**config.mk**
```make
export PLATFORM = sky130hd
export DESIGN_NAME = complex_accum
export DESIGN_NICKNAME = d
export VERILOG_FILES = /design/src/rtl/complex_accum.sv
export SDC_FILE = /design/constraint.sdc
export NUM_CORES = 1
export LEC_CHECK = 0
export ABC_AREA = 0
export BUFFER_PORTS_ARGS = -buffer_cell sky130_fd_sc_hd__buf_4
export CELL_PAD_IN_SITES_DETAIL_PLACEMENT = 0
export CELL_PAD_IN_SITES_GLOBAL_PLACEMENT = 1
export CORE_MARGIN = 8
export CORE_UTILIZATION = 41
export DETAILED_ROUTE_END_ITERATION = 7
export PLACE_DENSITY = 0.87
export REMOVE_ABC_BUFFERS = 1
export SLEW_MARGIN = 0
export SYNTH_ARGS = -nofsm -noshare
export SYNTH_HDL_FRONTEND = slang
export SYNTH_SLANG_ARGS = --single-unit
```
**constraint.sdc**
```tcl
create_clock -name clk -period 3.15 [get_ports clk]
set_input_delay 0.63 -clock clk [delete_from_list [all_inputs] [get_ports clk]]
set_output_delay 0.63 -clock clk [all_outputs]
set_load 0.02 [all_outputs]
```
**src/rtl/complex_accum.sv**
```systemverilog
// Block accumulator for complex products: sums 2**LOGN valid samples at full precision,
// then rounds, shifts and saturates the block sum into one output pulse per block.
module complex_accum #(
    parameter int IW    = 33,
    parameter int LOGN  = 4,
    parameter int SHIFT = 4,
    parameter int OW    = 24
) (
    input  logic                 clk,
    input  logic                 rst_n,
    input  logic                 clr,
    input  logic                 in_valid,
    input  logic signed [IW-1:0] in_re,
    input  logic signed [IW-1:0] in_im,
    output logic                 out_valid,
    output logic signed [OW-1:0] out_re,
    output logic signed [OW-1:0] out_im,
    output logic                 out_sat
);
    localparam int ACCW = IW + LOGN;
    localparam logic [LOGN-1:0] LAST_CNT = '1;
    // Half an output LSB; collapses to zero when SHIFT is 0.
    localparam logic signed [ACCW:0] RND = ((ACCW + 1)'(1) << SHIFT) >> 1;
    localparam logic signed [ACCW:0] SAT_MAX = {{(ACCW + 2 - OW){1'b0}}, {(OW - 1){1'b1}}};
    localparam logic signed [ACCW:0] SAT_MIN = {{(ACCW + 2 - OW){1'b1}}, {(OW - 1){1'b0}}};

    // Component index 0 is real, 1 is imaginary.
    logic [1:0][ACCW-1:0] samp_ext;
    logic [1:0][ACCW-1:0] acc_reg;
    logic [1:0][ACCW-1:0] dump_reg;
    logic [1:0][OW-1:0]   sat_val;
    logic [1:0]           sat_hit;
    logic [1:0][OW-1:0]   out_reg;
    logic [LOGN-1:0]      cnt_reg;
    logic                 dump_pend_reg;
    logic                 out_valid_reg;
    logic                 out_sat_reg;

    generate
        for (genvar gi = 0; gi < 2; gi++) begin : g_comp
            logic signed [IW-1:0]   samp;
            logic signed [ACCW:0]   rnd_sum;
            logic signed [ACCW:0]   shifted;

            assign samp          = (gi == 0) ? in_re : in_im;
            assign samp_ext[gi]  = {{LOGN{samp[IW-1]}}, samp};
            // One extra bit of headroom so the rounding offset cannot wrap the sum.
            assign rnd_sum       = {dump_reg[gi][ACCW-1], dump_reg[gi]} + RND;
            assign shifted       = rnd_sum >>> SHIFT;
            assign sat_hit[gi]   = (shifted > SAT_MAX) || (shifted < SAT_MIN);
            assign sat_val[gi]   = (shifted > SAT_MAX) ? {1'b0, {(OW - 1){1'b1}}} :
                                   (shifted < SAT_MIN) ? {1'b1, {(OW - 1){1'b0}}} :
                                   shifted[OW-1:0];
        end
    endgenerate

    always_ff @(posedge clk) begin
        if (!rst_n) begin
            cnt_reg       <= '0;
            acc_reg       <= '0;
            dump_reg      <= '0;
            dump_pend_reg <= 1'b0;
            out_reg       <= '0;
            out_valid_reg <= 1'b0;
            out_sat_reg   <= 1'b0;
        end else begin
            out_valid_reg <= 1'b0;
            out_sat_reg   <= 1'b0;
            dump_pend_reg <= 1'b0;
            // A flush on the rescale cycle cancels the pending block result.
            if (dump_pend_reg && !clr) begin
                out_reg       <= sat_val;
                out_valid_reg <= 1'b1;
                out_sat_reg   <= |sat_hit;
            end
            if (clr) begin
                cnt_reg <= '0;
            end else if (in_valid) begin
                cnt_reg <= cnt_reg + 1'b1;
                if (cnt_reg == '0) begin
                    acc_reg <= samp_ext;
                end else if (cnt_reg == LAST_CNT) begin
                    for (int i = 0; i < 2; i++) begin
                        dump_reg[i] <= acc_reg[i] + samp_ext[i];
                    end
                    dump_pend_reg <= 1'b1;
                end else begin
                    for (int i = 0; i < 2; i++) begin
                        acc_reg[i] <= acc_reg[i] + samp_ext[i];
                    end
                end
            end
        end
    end

    assign out_valid = out_valid_reg;
    assign out_sat   = out_sat_reg;
    assign out_re    = out_reg[0];
    assign out_im    = out_reg[1];

endmodule
```
# Word-level counts from Yosys, hierarchy flattened
# Index checks and enable logic that the tools add are counted.
# totals
out_inout_bits,50
register_bits,203
elab_cells,44
# op_classes
n_eq_ne,2
n_lt_le_gt_ge,4
bitwise,4
reduce_logical,11
n_addsub,5
mux,8
# op_table
operator,count
$mux 74,2
$mux 24,4
$add 37x5->38 const B,2
$add 37x37->37,2
$gt 34x24->1 const B,2
$lt 34x24->1 const B,2
$add 4x1->4 const B,1
$eq 4x4->1 const B,1
$logic_not 4->1,1
$not 1->1,4
$reduce_and 4->1,1
$reduce_or 2->1,2
$reduce_or 4->1,1
$reduce_and 3->1,1
$logic_or 1x1->1,2
$mux 1,2
$ne 2x2->1 const B,1
$reduce_and 2->1,1
$logic_and 1x1->1,1
$logic_not 1->1,1

# Depth between registers and ports, before layout
# Gate-level depths: netlist of run 1.
# depth
ltp_word,4
mapped_depth,13
depth_no_buf,13

# Worst setup path after synthesis of run 1
# Ideal clock, no wire load.
# synth_path
kind,input port to flip-flop
from,input in_re[1]
to,register acc_reg[31] (netlist bit)
cell_stages,11
t_arrival_ns,3.081
setup_ns,0.074
slack_ns,-0.005
required_time_ns,3.076
path_cell_list,ha_1 > a211oi_2 > o31ai_4 > a32oi_2 > nor4b_2 > o2111ai_2 > a21oi_2 > o311a_1 > o21a_1 > or4_1 > a31oi_1
# synth_via
elab_chain_cells,3
# synth_rtl
element,line,text
from (decl),13,"input logic signed [IW-1:0] in_re,"
$add 37x37->37,89,acc_reg[i] <= acc_reg[i] + samp_ext[i];
$mux 74,82,end else if (cnt_reg == LAST_CNT) begin
$mux 74,80,if (cnt_reg == '0) begin
to (signal assigned),81,acc_reg <= samp_ext;
"to (signal, indexed assignment)",89,
to (decl),29,logic [1:0][ACCW-1:0] acc_reg;
# Every way passes these cells. The select of a mux whose other input is x is not followed.
# A chain may end at the register's enable or synchronous reset.

# Final worst setup path of run 1
# layout_path
from,register acc_reg[1] (netlist bit)
to,register acc_reg[31] (netlist bit)
# layout_via
elab_chain_cells,3
# layout_rtl
element,line
$add 37x37->37,89
$mux 74,82
$mux 74,80
# Every way passes these cells. The select of a mux whose other input is x is not followed.

==> results by group, run 1 <==
Global route
  • GRT Overall Usage: 0.211
  • Largest net degree at the start of global routing: 78
  • First-pass GRT wire length: between 60 and 70 mm
  • Overflow after GRT: 0
  • Vias in the first global route: between 10k and 15k
  • Initial antenna violation count: 1

Critical path
  • Startpoint Class: flip-flop
  • Kind of end point of the critical path: flip-flop
  • Reg2reg path depth: 11
  • FF-to-FF setup slack: about 0.081 ns
  • Worst Setup Path Type: reg -> reg
  • WP data required: 3.51 ns
  • CP startpoint: acc_reg[1]
  • Arr. time, crit path: between 3 and 4 ns
  • Crit-path max FO: 3
  • Worst R2R Start: acc_reg[1]

Synthesis
  • Top post-synthesis cells by area: dfxtp_1, nand2_1, ha_1
  • Ys async rst share: 0
  • Largest family of logic cells by synthesized area: compound AO/OA/AOI/OAI gates
  • Synth top area share: 0.309
  • Synth Warn #: 0
  • Syn Area/Cell: roughly 8 um^2
  • Seq/Total Area, Yosys: 0.309
  • Area leader, netlist: dfxtp_1
  • Compound-cell area share of the yosys netlist: 0.259
  • Synthesized area: 0.0128 mm^2
  • Xor-xnor portion of the synthesized cell area: 0.0809
  • Prevailing post-synth register cell: dfxtp_1
  • Post-synth EDFFs: 0
  • Syn Inst Count: 1,635
  • Multiplexer share of the synthesized area: 0.00392
  • Post-synthesis adder-cell area fraction: 0.0776
  • Synthesis-stage register bit count: between 150 and 200
  • Yosys cell types: between 90 and 100
  • Post-Synth Simple-Gate Area: 0.231

Clock tree
  • H-tree levels: 4
  • Worst skew pair latency: roughly 0.46 ns
  • CTS tree: done
  • Total CTS buffers: 17
  • Clock root buffer: clkbuf_16
  • Clock Tree Buf Depth: 2
  • Post-CTS Hold Fix Bufs: 0
  • Worst-path clk slew: roughly 0.080 ns
  • Clock Sinks: roughly 200

Pwr
  • Max VDD drop: approximately 0.00039 V
  • Power Total: a little over 6000 uW
  • P_leak: approximately 0.0066 uW
  • Pwr per Cell Area: ~390 mW/mm^2

STA
  • Worst slew margin: 0.614
  • Count of final hold-check violations: 0
  • Worst-Margin Slew: between 0.5 and 0.6 ns
  • Tcrit/Tclk final: 0.974
  • Fmax: approximately 330 MHz
  • Fin crit period: between 3 and 4 ns
  • Post-route setup TNS: 0 ns
  • Clock skew: roughly 0.015 ns
  • Final setup fails: 0
  • Hold_ws: around 0.45 ns
  • Slew Limit Fails: 0

Drt
  • Initial DRC Count: around 1.0k
  • Vias after detailed routing: approximately 13k
  • DR WL/cell: 17.6 um
  • Residual DRC count: 0
  • Pre-antenna DRT Iters: 7
  • Final ANT Viol Nets: 0
  • Drt total wl: between 30 and 40 mm
  • Via/cell ratio: around 5.7

Floorplan
  • Die area: around 0.037 mm^2
  • Starting density of the core: 0.416
  • # rows: between 60 and 70
  • DIE WIDTH: about 190 um
  • Core box area: a little over 0.03 mm^2
  • Die Height: approximately 190 um
  • # IOs: 120

Final layout
  • Layout cells sized above 1: 0.206
  • Fin cells: roughly 2.3k
  • Layout Nets: around 2k
  • Synth-to-layout area growth: 23.5%
  • Core Util, Final: 0.514
  • Ant. Diodes: 0
  • Max reg flops: 74
  • Filler instances: just under 3k

Job
  • Max-Cap Viols: 0

Placement
  • Dpl cells: around 2.2k
  • RD Place Congestion: 0.959
  • Post-DP HPWL: slightly below 30 mm
  • Buffers added on ports: 119

Run status
  • Status: complete, no violations

Hold path
  • Hold Crit Depth: 3
  • Hold Path Class: in -> reg
  • Hold Path Origin: in_re[19]
-- stage by stage --
stage / worst slack, ns / cell area (um^2)
after detailed placement: -0.410 / 15100
after CTS: 0.000651 / 15700
after floorplan: -2.58 / 12400
after global routing: -0.0617 / 15800
after global placement: -0.386 / 15100
final: 0.0807 / 15800
-- worst max-delay path: stages (launching register included) --
cell and delay [ns]:
dfxtp_1 0.32, ha_1 0.30, a211oi_2 0.30, o31ai_4 0.12, a32oi_2 0.27, nor4b_2 0.12
o2111ai_2 0.26, a21oi_2 0.10, o311a_1 0.32, o21a_1 0.18, or4_1 0.47, a31oi_1 0.22
-- power by group --
| part | leakage, uW | internal (uW) | total, uW | switching [uW] |
|---|---|---|---|---|
| sequential | 0.00160 | 2560 | 2590 | 37.9 |
| clock | 0.000271 | 1140 | 2170 | 1030 |
| combinational | 0.00474 | 671 | 1470 | 796 |
-- worst paths after layout --
| path | endpoint |
|---|---|
| setup reg to reg | acc_reg[31] |
| hold reg to reg | acc_reg[29] |
| setup / recovery | acc_reg[31] |
| hold / removal | acc_reg[19] |
-- cells in the final DEF (no fill, tap or decap), types with 26 or more instances in the layout --
master,count
buf_4,282
nand2_1,271
dfxtp_1,196
nor2_1,154
a21oi_1,149
ha_1,75
o21ai_0,66
xnor2_1,62
nand3_1,58
xor2_1,55
o221a_1,42
a311oi_1,35
a21o_1,34
inv_1,27
nor3_1,26
-- cells in the mapped netlist (4+ instances only) --
| cell type | instances |
|---|---|
| a21o_1 | 34 |
| o21ai_1 | 9 |
| dfxtp_1 | 197 |
| o31ai_1 | 4 |
| nor2b_1 | 9 |
| a21oi_1 | 151 |
| mux2i_1 | 5 |
| o31a_1 | 6 |
| nand2_1 | 271 |
| inv_1 | 28 |
| nand3_1 | 58 |
| ha_1 | 76 |
| nand2b_1 | 11 |
| nor2_1 | 154 |
| buf_1 | 9 |
| nand4_1 | 15 |
| xor2_1 | 55 |
| a31oi_1 | 26 |
| and4_1 | 10 |
| o211ai_1 | 9 |
| nor3_1 | 27 |
| a211oi_1 | 18 |
| and4_4 | 4 |
| xnor2_1 | 63 |
| buf_2 | 4 |
| or2_2 | 6 |
| clkbuf_1 | 82 |
| o21a_1 | 15 |
| and2_1 | 6 |
| nor4_1 | 4 |
| o21ai_0 | 66 |
| o221a_1 | 42 |
| o22ai_1 | 4 |
| and3_1 | 23 |
| a311oi_1 | 35 |
| or3_1 | 10 |
-- per-layer routing --
| layer | share of wire | wire, um | global-route usage |
|---|---|---|---|
| met2 | 0.46 | 18200 | 0.346 |
| met5 | 0.00033 | 13 | 0 |
| met1 | 0.46 | 18200 | 0.279 |
| met4 | 0.019 | 747 | 0.0608 |
| met3 | 0.061 | 2400 | 0.0383 |
-- timing repair --
item | CTS | global route
buffers inserted | 0 | 2
resized for setup | 2 | 17
endpoints found under the hold margin | 0 | 0
setup endpoints to repair | 2 | 18
pin swaps | 0 | 14
-- cell type report --
class	instances	area, um^2	area share
clock inverter	10	98.8	0.00627
tap	396	495	0.0314
sequential	197	3950	0.250
timing repair buffer	287	2220	0.141
clock buffer	22	464	0.0294
inverter	28	106	0.00674
multi-input combinational	1312	8450	0.536
-- cells by family after synthesis --
logic type	after synthesis
AND/OR/NAND/NOR	636
AO/OA/AOI/OAI	475
flip-flops	197
buffers and inverters	126
XOR/XNOR	118
adder cells (fa/ha/maj)	78
multiplexers	5
No activity file was read; power rests on OpenSTA's default activity.
==> run 2, diff against run 1 <==
--- a/config.mk
+++ b/config.mk
@@ -15,5 +15,5 @@
 export PLACE_DENSITY = 0.87
 export REMOVE_ABC_BUFFERS = 1
-export SLEW_MARGIN = 0
+export SLEW_MARGIN = 10
 export SYNTH_ARGS = -nofsm -noshare
 export SYNTH_HDL_FRONTEND = slang
==> constraint.sdc (replaced) <==
create_clock -name clk -period 3.15 [get_ports clk]
set_input_delay 0.1575 -clock clk [delete_from_list [all_inputs] [get_ports clk]]
set_output_delay 0.1575 -clock clk [all_outputs]
set_load 0.02 [all_outputs]
==> run 2 against run 1 <==
Clock skew down 0.0014 ns. Core utilization shrank 0.73 points. Final cell count shrank 2.6%.
==> results by group, run 2 (synthesis results as in run 1) <==
Drt
  • Vias after detailed routing: 12.6k
  • Final ANT Viol Nets: 0
  • Initial DRC Count: ~920
  • Pre-antenna DRT Iters: 5
  • Residual DRC count: 0
  • DR WL/cell: around 18 um
  • Via/cell ratio: roughly 5.8
  • Drt total wl: between 30 and 40 mm

STA
  • Fmax: between 300 and 400 MHz
  • Worst-Margin Slew: ~0.74 ns
  • Slew Limit Fails: 0
  • Fin crit period: 3.05 ns
  • Worst slew margin: 0.503
  • Final setup fails: 0
  • RSZ-0062 raised after global routing: true
  • Hold_ws: approximately 0.011 ns
  • Clock skew: 0.0139 ns
  • Tcrit/Tclk final: 0.969
  • Count of final hold-check violations: 0

Floorplan
  • Die Height: 193 um
  • DIE WIDTH: ~190 um
  • Die area: ~0.037 mm^2
  • # IOs: 120
  • Core box area: 0.0307 mm^2
  • Starting density of the core: 0.416
  • # rows: 64

Placement
  • Post-DP HPWL: around 28 mm
  • Buffers added on ports: between 100 and 150
  • Dpl cells: 2,107
  • RD Place Congestion: ~0.93

Job
  • Max-Cap Viols: 0

Global route
  • GR peak layer: met2
  • Vias in the first global route: around 12k
  • Overflow after GRT: 0
  • Initial antenna violation count: 2
  • GRT Overall Usage: 0.207
  • First-pass GRT wire length: 62.6 mm
  • M2 GR Usage: 0.338
  • Met3 usage: 0.0327
  • Largest net degree at the start of global routing: 51
  • Met1 Use GR: 0.278

Run status
  • Status: complete, no violations

Critical path
  • WP data required: between 3 and 4 ns
  • CP startpoint: in_im[15]
  • Worst Setup Path Type: in -> reg
  • Reg2reg path depth: 13
  • Crit-path max FO: 6
  • Worst R2R Start: acc_reg[37]
  • Startpoint Class: primary input
  • Kind of end point of the critical path: flip-flop
  • FF-to-FF setup slack: ~0.12 ns
  • RR Endpoint: acc_reg[73]
  • Arr. time, crit path: around 3.4 ns

Clock tree
  • Clock root buffer: clkbuf_16
  • Clock Tree Buf Depth: 2
  • Total CTS buffers: 17
  • CTS tree: done
  • Clock Sinks: 197
  • Worst skew pair latency: 0.46 ns
  • Worst-path clk slew: around 0.080 ns
  • H-tree levels: 4

Final layout
  • Layout Nets: 1,931
  • Layout cells sized above 1: 0.163
  • Synth-to-layout area growth: 21.7%
  • Max reg flops: 74
  • Most common cell after layout, fill and taps aside: nand2_1
  • Core Util, Final: 0.507
  • Most frequent cells in the layout: nand2_1, dfxtp_1, buf_4
  • Fin cells: about 2.2k

Hold path
  • Hold Crit Depth: 3
  • Worst hold path endpoint: acc_reg[54]
  • Hold Path Class: in -> reg
  • Hold Path Origin: in_im[17]

Pwr
  • Pwr per Cell Area: 402 mW/mm^2
  • P_leak: 0.00630 uW
  • Max VDD drop: around 0.00034 V
  • Power Total: roughly 6300 uW
==> run 2: changes by cell type in the layout (fill, tap and decap cells not counted), moves of 3 or more <==
cell           before  now
clkinv_4            4    1
clkbuf_1            3    0
inv_6               1    4
buf_12              5    2
buf_4             282  181
dlygate4sd3_1       0   44
==> run 2: cell type report <==
class,instances,area (um^2)
fillers,2966,15100
multi-input cells,1312,8560
flip-flops and latches,197,3950
repair buffers,227,1840
well taps,396,495
clock buffers,17,425
clock inverters,15,176
inverters,28,106
diodes,2,5.00
==> run 2: what timing repair did <==
| item | in CTS | in global routing |
|---|---|---|
| hold buffers | 44 | 0 |
| setup endpoints to repair | 0 | 69 |
| gates resized for setup | 0 | 38 |
| endpoints found under the hold margin | 44 | 0 |
| buffers inserted | 0 | 9 |
==> run 2: per-layer routing <==
metal / up-vias / wire length, um
met4: 0 / 675
met5: - / 0
li1: 6220 / -
met3: 58 / 2020
met1: 6022 / 18300
met2: 341 / 17800
==> run 2: worst max-delay path, stage by stage <==
cell and delay [ns]:
dlygate4sd3_1 0.54, buf_4 0.14, ha_1 0.39, nand4_1 0.22, a2111o_1 0.41, a311o_1 0.38, a21oi_2 0.21, o41ai_2 0.13
o21ai_2 0.26, mux2i_1 0.21, nor3_1 0.06, o31a_1 0.30
==> run 2: metrics by stage <==
| stage | TNS [ns] | setup WS [ns] | instance area, um^2 |
|---|---|---|---|
| finish | 0 | 0.0981 | 15600 |
| global route | -0.194 | -0.0617 | 15600 |
| CTS | 0 | 0.00226 | 15300 |
| detailed placement | 0 | 0.0340 | 14200 |
| global placement | 0 | 0.0827 | 14200 |
| floorplan | -249.10 | -2.58 | 12400 |
==> run 2: worst max path at each step <==
stage	endpoint	slack, ns	depth (start not counted)
after global routing	acc_reg[28]	-0.06	14
after global placement	acc_reg[31]	0.08	12
after detailed placement	acc_reg[28]	0.03	14
after CTS	acc_reg[28]	0.002	14
after floorplan	acc_reg[70]	-2.58	6
final	acc_reg[73]	0.1	12
==> run 2: report_power, final <==
part           leakage (uW)  switching (uW)  internal [uW]  total (uW)
logic               0.00441             775            568        1340
registers           0.00160            36.4           2550        2590
clock network      0.000290            1070           1260        2320
total               0.00630            1880           4380        6260
==> run 3, diff against run 2 <==
ABC_AREA = not set   (was 0)
CORE_UTILIZATION = 45   (was 41)
PLACE_DENSITY = 0.9   (was 0.87)
REMOVE_ABC_BUFFERS = not set   (was 1)
clock period = 3.45 ns   (was 3.15 ns; I/O delays follow)
==> run 3 against run 2 <==
Final area shrank 4.8%. Final cell count is 3.8% lower. Clock power fell by 11%. Via count shrank 4.7%. Clock skew about the same. Sequential share of layout area is 1.3 points higher. Global-route usage up 0.24 points. Critical path type unchanged.
==> results by group, run 3 (synthesis results as in run 1) <==
Final layout
  • Core Util, Final: 0.532
  • Filler instances: between 2k and 3k
  • Layout Nets: around 1.9k
  • Ant. Diodes: 0
  • Max reg flops: 74
  • Most common cell after layout, fill and taps aside: nand2_1
  • Synth-to-layout area growth: 15.9%
  • Layout cells sized above 1: 0.128
  • Most frequent cells in the layout: nand2_1, dfxtp_1, nor2_1
  • Finished Cell Area: 0.0148 mm^2

Placement
  • Post-DP HPWL: about 26 mm
  • Placed Area: between 0.01 and 0.015 mm^2
  • RD Place Congestion: ~0.89
  • Buffers added on ports: between 100 and 150
  • DP Worst Slack: 0.218 ns

STA
  • Fmax: 306 MHz
  • Worst setup margin: approximately 0.19 ns
  • Slew Limit Fails: 0
  • Worst-Margin Slew: ~1.1 ns
  • Tcrit/Tclk final: 0.946
  • RSZ-0062 raised after global routing: false
  • Final setup fails: 0
  • Fin crit period: roughly 3.3 ns
  • Clock skew: between 0.01 and 0.015 ns
  • Post-route setup TNS: 0 ns
  • Count of final hold-check violations: 0
  • Worst slew margin: 0.278

Pwr
  • Max VDD drop: 0.000297 V
  • Pwr per Cell Area: ~380 mW/mm^2
  • Reg power frac: 0.424
  • Psw: 1690 uW
  • Switching part of the total: 0.303
  • P_leak: 0.00597 uW
  • Clock network power share: 0.368
  • Comb power frac: 0.208
  • Int Pwr: around 4000 uW
  • Power Total: about 5600 uW

Critical path
  • Top delay family on crit path: compound AO/OA/AOI/OAI gates
  • WP buf/inv: 3
  • Critical Path Slowest Stage Cell: dlygate4sd3_1
  • WP data required: between 3 and 4 ns
  • Crit path top cell by count: o31a_1
  • Worst Setup Path Type: in -> reg
  • Crit-path max FO: 4
  • Startpoint Class: primary input
  • Arr. time, crit path: 3.60 ns
  • Kind of end point of the critical path: flip-flop
  • Critical path cell sequence: dlygate4sd3_1 -> buf_4 -> ha_1 -> inv_1 -> fa_1 -> nor2b_1 -> o31a_1 -> o21ai_1 -> a311o_1 -> a21boi_1 -> o31a_1 -> or2_2 -> or3_1 -> a32oi_1 -> a21oi_1
  • CP max stage delay: ~0.53 ns

Clock tree
  • Setup Fix Bufs, Post-CTS: 0
  • Worst skew pair latency: ~0.45 ns
  • CTS tree: done
  • Clock Tree Buf Depth: 2
  • Worst-path clk slew: 0.07 ns
  • Total CTS buffers: 17
  • Clock root buffer: clkbuf_16
  • Clock Sinks: slightly below 200
  • H-tree levels: 4

Drt
  • DR WL/cell: ~17 um
  • Initial DRC Count: 1,033
  • Drt total wl: between 30 and 40 mm
  • Residual DRC count: 0
  • Pre-antenna DRT Iters: 5
  • Via/cell ratio: between 5 and 6
  • Final ANT Viol Nets: 0
  • Vias after detailed routing: 12.0k

Synthesis
  • Syn Nets: 1,783

Floorplan
  • Starting density of the core: 0.459
  • DIE WIDTH: about 180 um
  • Die area: approximately 0.034 mm^2
  • # rows: 61
  • Core box area: roughly 0.028 mm^2
  • # IOs: between 100 and 150
  • Die Height: about 180 um

Run status
  • Status: complete, no violations

Global route
  • GRT Overall Usage: 0.209
  • First-pass GRT wire length: about 58 mm
  • Overflow after GRT: 0
  • Largest net degree at the start of global routing: 78
  • Vias in the first global route: 11.0k
  • Initial antenna violation count: 0

Job
  • Max-Cap Viols: 0

Hold path
  • Hold Path Class: in -> reg
run 3: cell count changes in the layout (fill, tap and decap cells not counted), sizes merged, moves of 3 or more:
| cell | before | now |
|---|---|---|
| dlygate4sd3 | 44 | 25 |
| clkinv | 6 | 3 |
| buf | 183 | 139 |
| clkbuf | 17 | 20 |
run 3: area by class of cell:
class	instances	area, um^2	area share
well taps	378	473	0.0319
multi-input cells	1312	8380	0.566
flip-flops and latches	197	3940	0.266
repair buffers	164	1320	0.0890
inverters	28	106	0.00718
clock buffers	20	447	0.0302
clock inverters	11	140	0.00946
run 3: worst paths after layout:
check / start / endpoint / slack [ns] / cells after the start
setup reg to reg: acc_reg[37] / acc_reg[73] / 0.26 / 13
hold / removal: in_im[18] / acc_reg[55] / 0.01 / 3
setup / recovery: in_im[0] / acc_reg[65] / 0.19 / 15
hold reg to reg: acc_reg[31] / acc_reg[31] / 0.47 / 2
run 3: power groups by stage:
stage | logic [uW] | clock network [uW] | registers, uW
after global routing | 1280 | 2190 | 2370
after floorplan | 791 | 0 | 2410
after CTS | 1140 | 2100 | 2370
final | 1160 | 2060 | 2370
after global placement | 1100 | 0 | 2420
after detailed placement | 1110 | 0 | 2420
run 3: metrics by stage:
stage	cells	hold WS, ns
2_1_floorplan	1635	0.325
3_3_place_gp	2054	0.445
3_5_place_dp	2054	0.458
4_1_cts	2110	0.000795
5_1_grt	2110	0.00424
6_report	2110	0.0106
run 3: repair_timing:
| action | 4_1_cts | 5_1_grt |
|---|---|---|
| hold endpoints to repair | 25 | 0 |
| resized for setup | 0 | 2 |
| hold buffers | 25 | 0 |
| endpoints found under the setup margin | 0 | 3 |
run 3: tightest hold or removal path, stage by stage:
cell     delay [ns]
buf_4          0.12
nand2_1        0.05
a31oi_1        0.07
run 3: routing by layer:
metal	GRT usage	wire, um
met5	0	0
met4	0.0471	393
met3	0.0350	2150
met2	0.304	14900
met1	0.315	18500
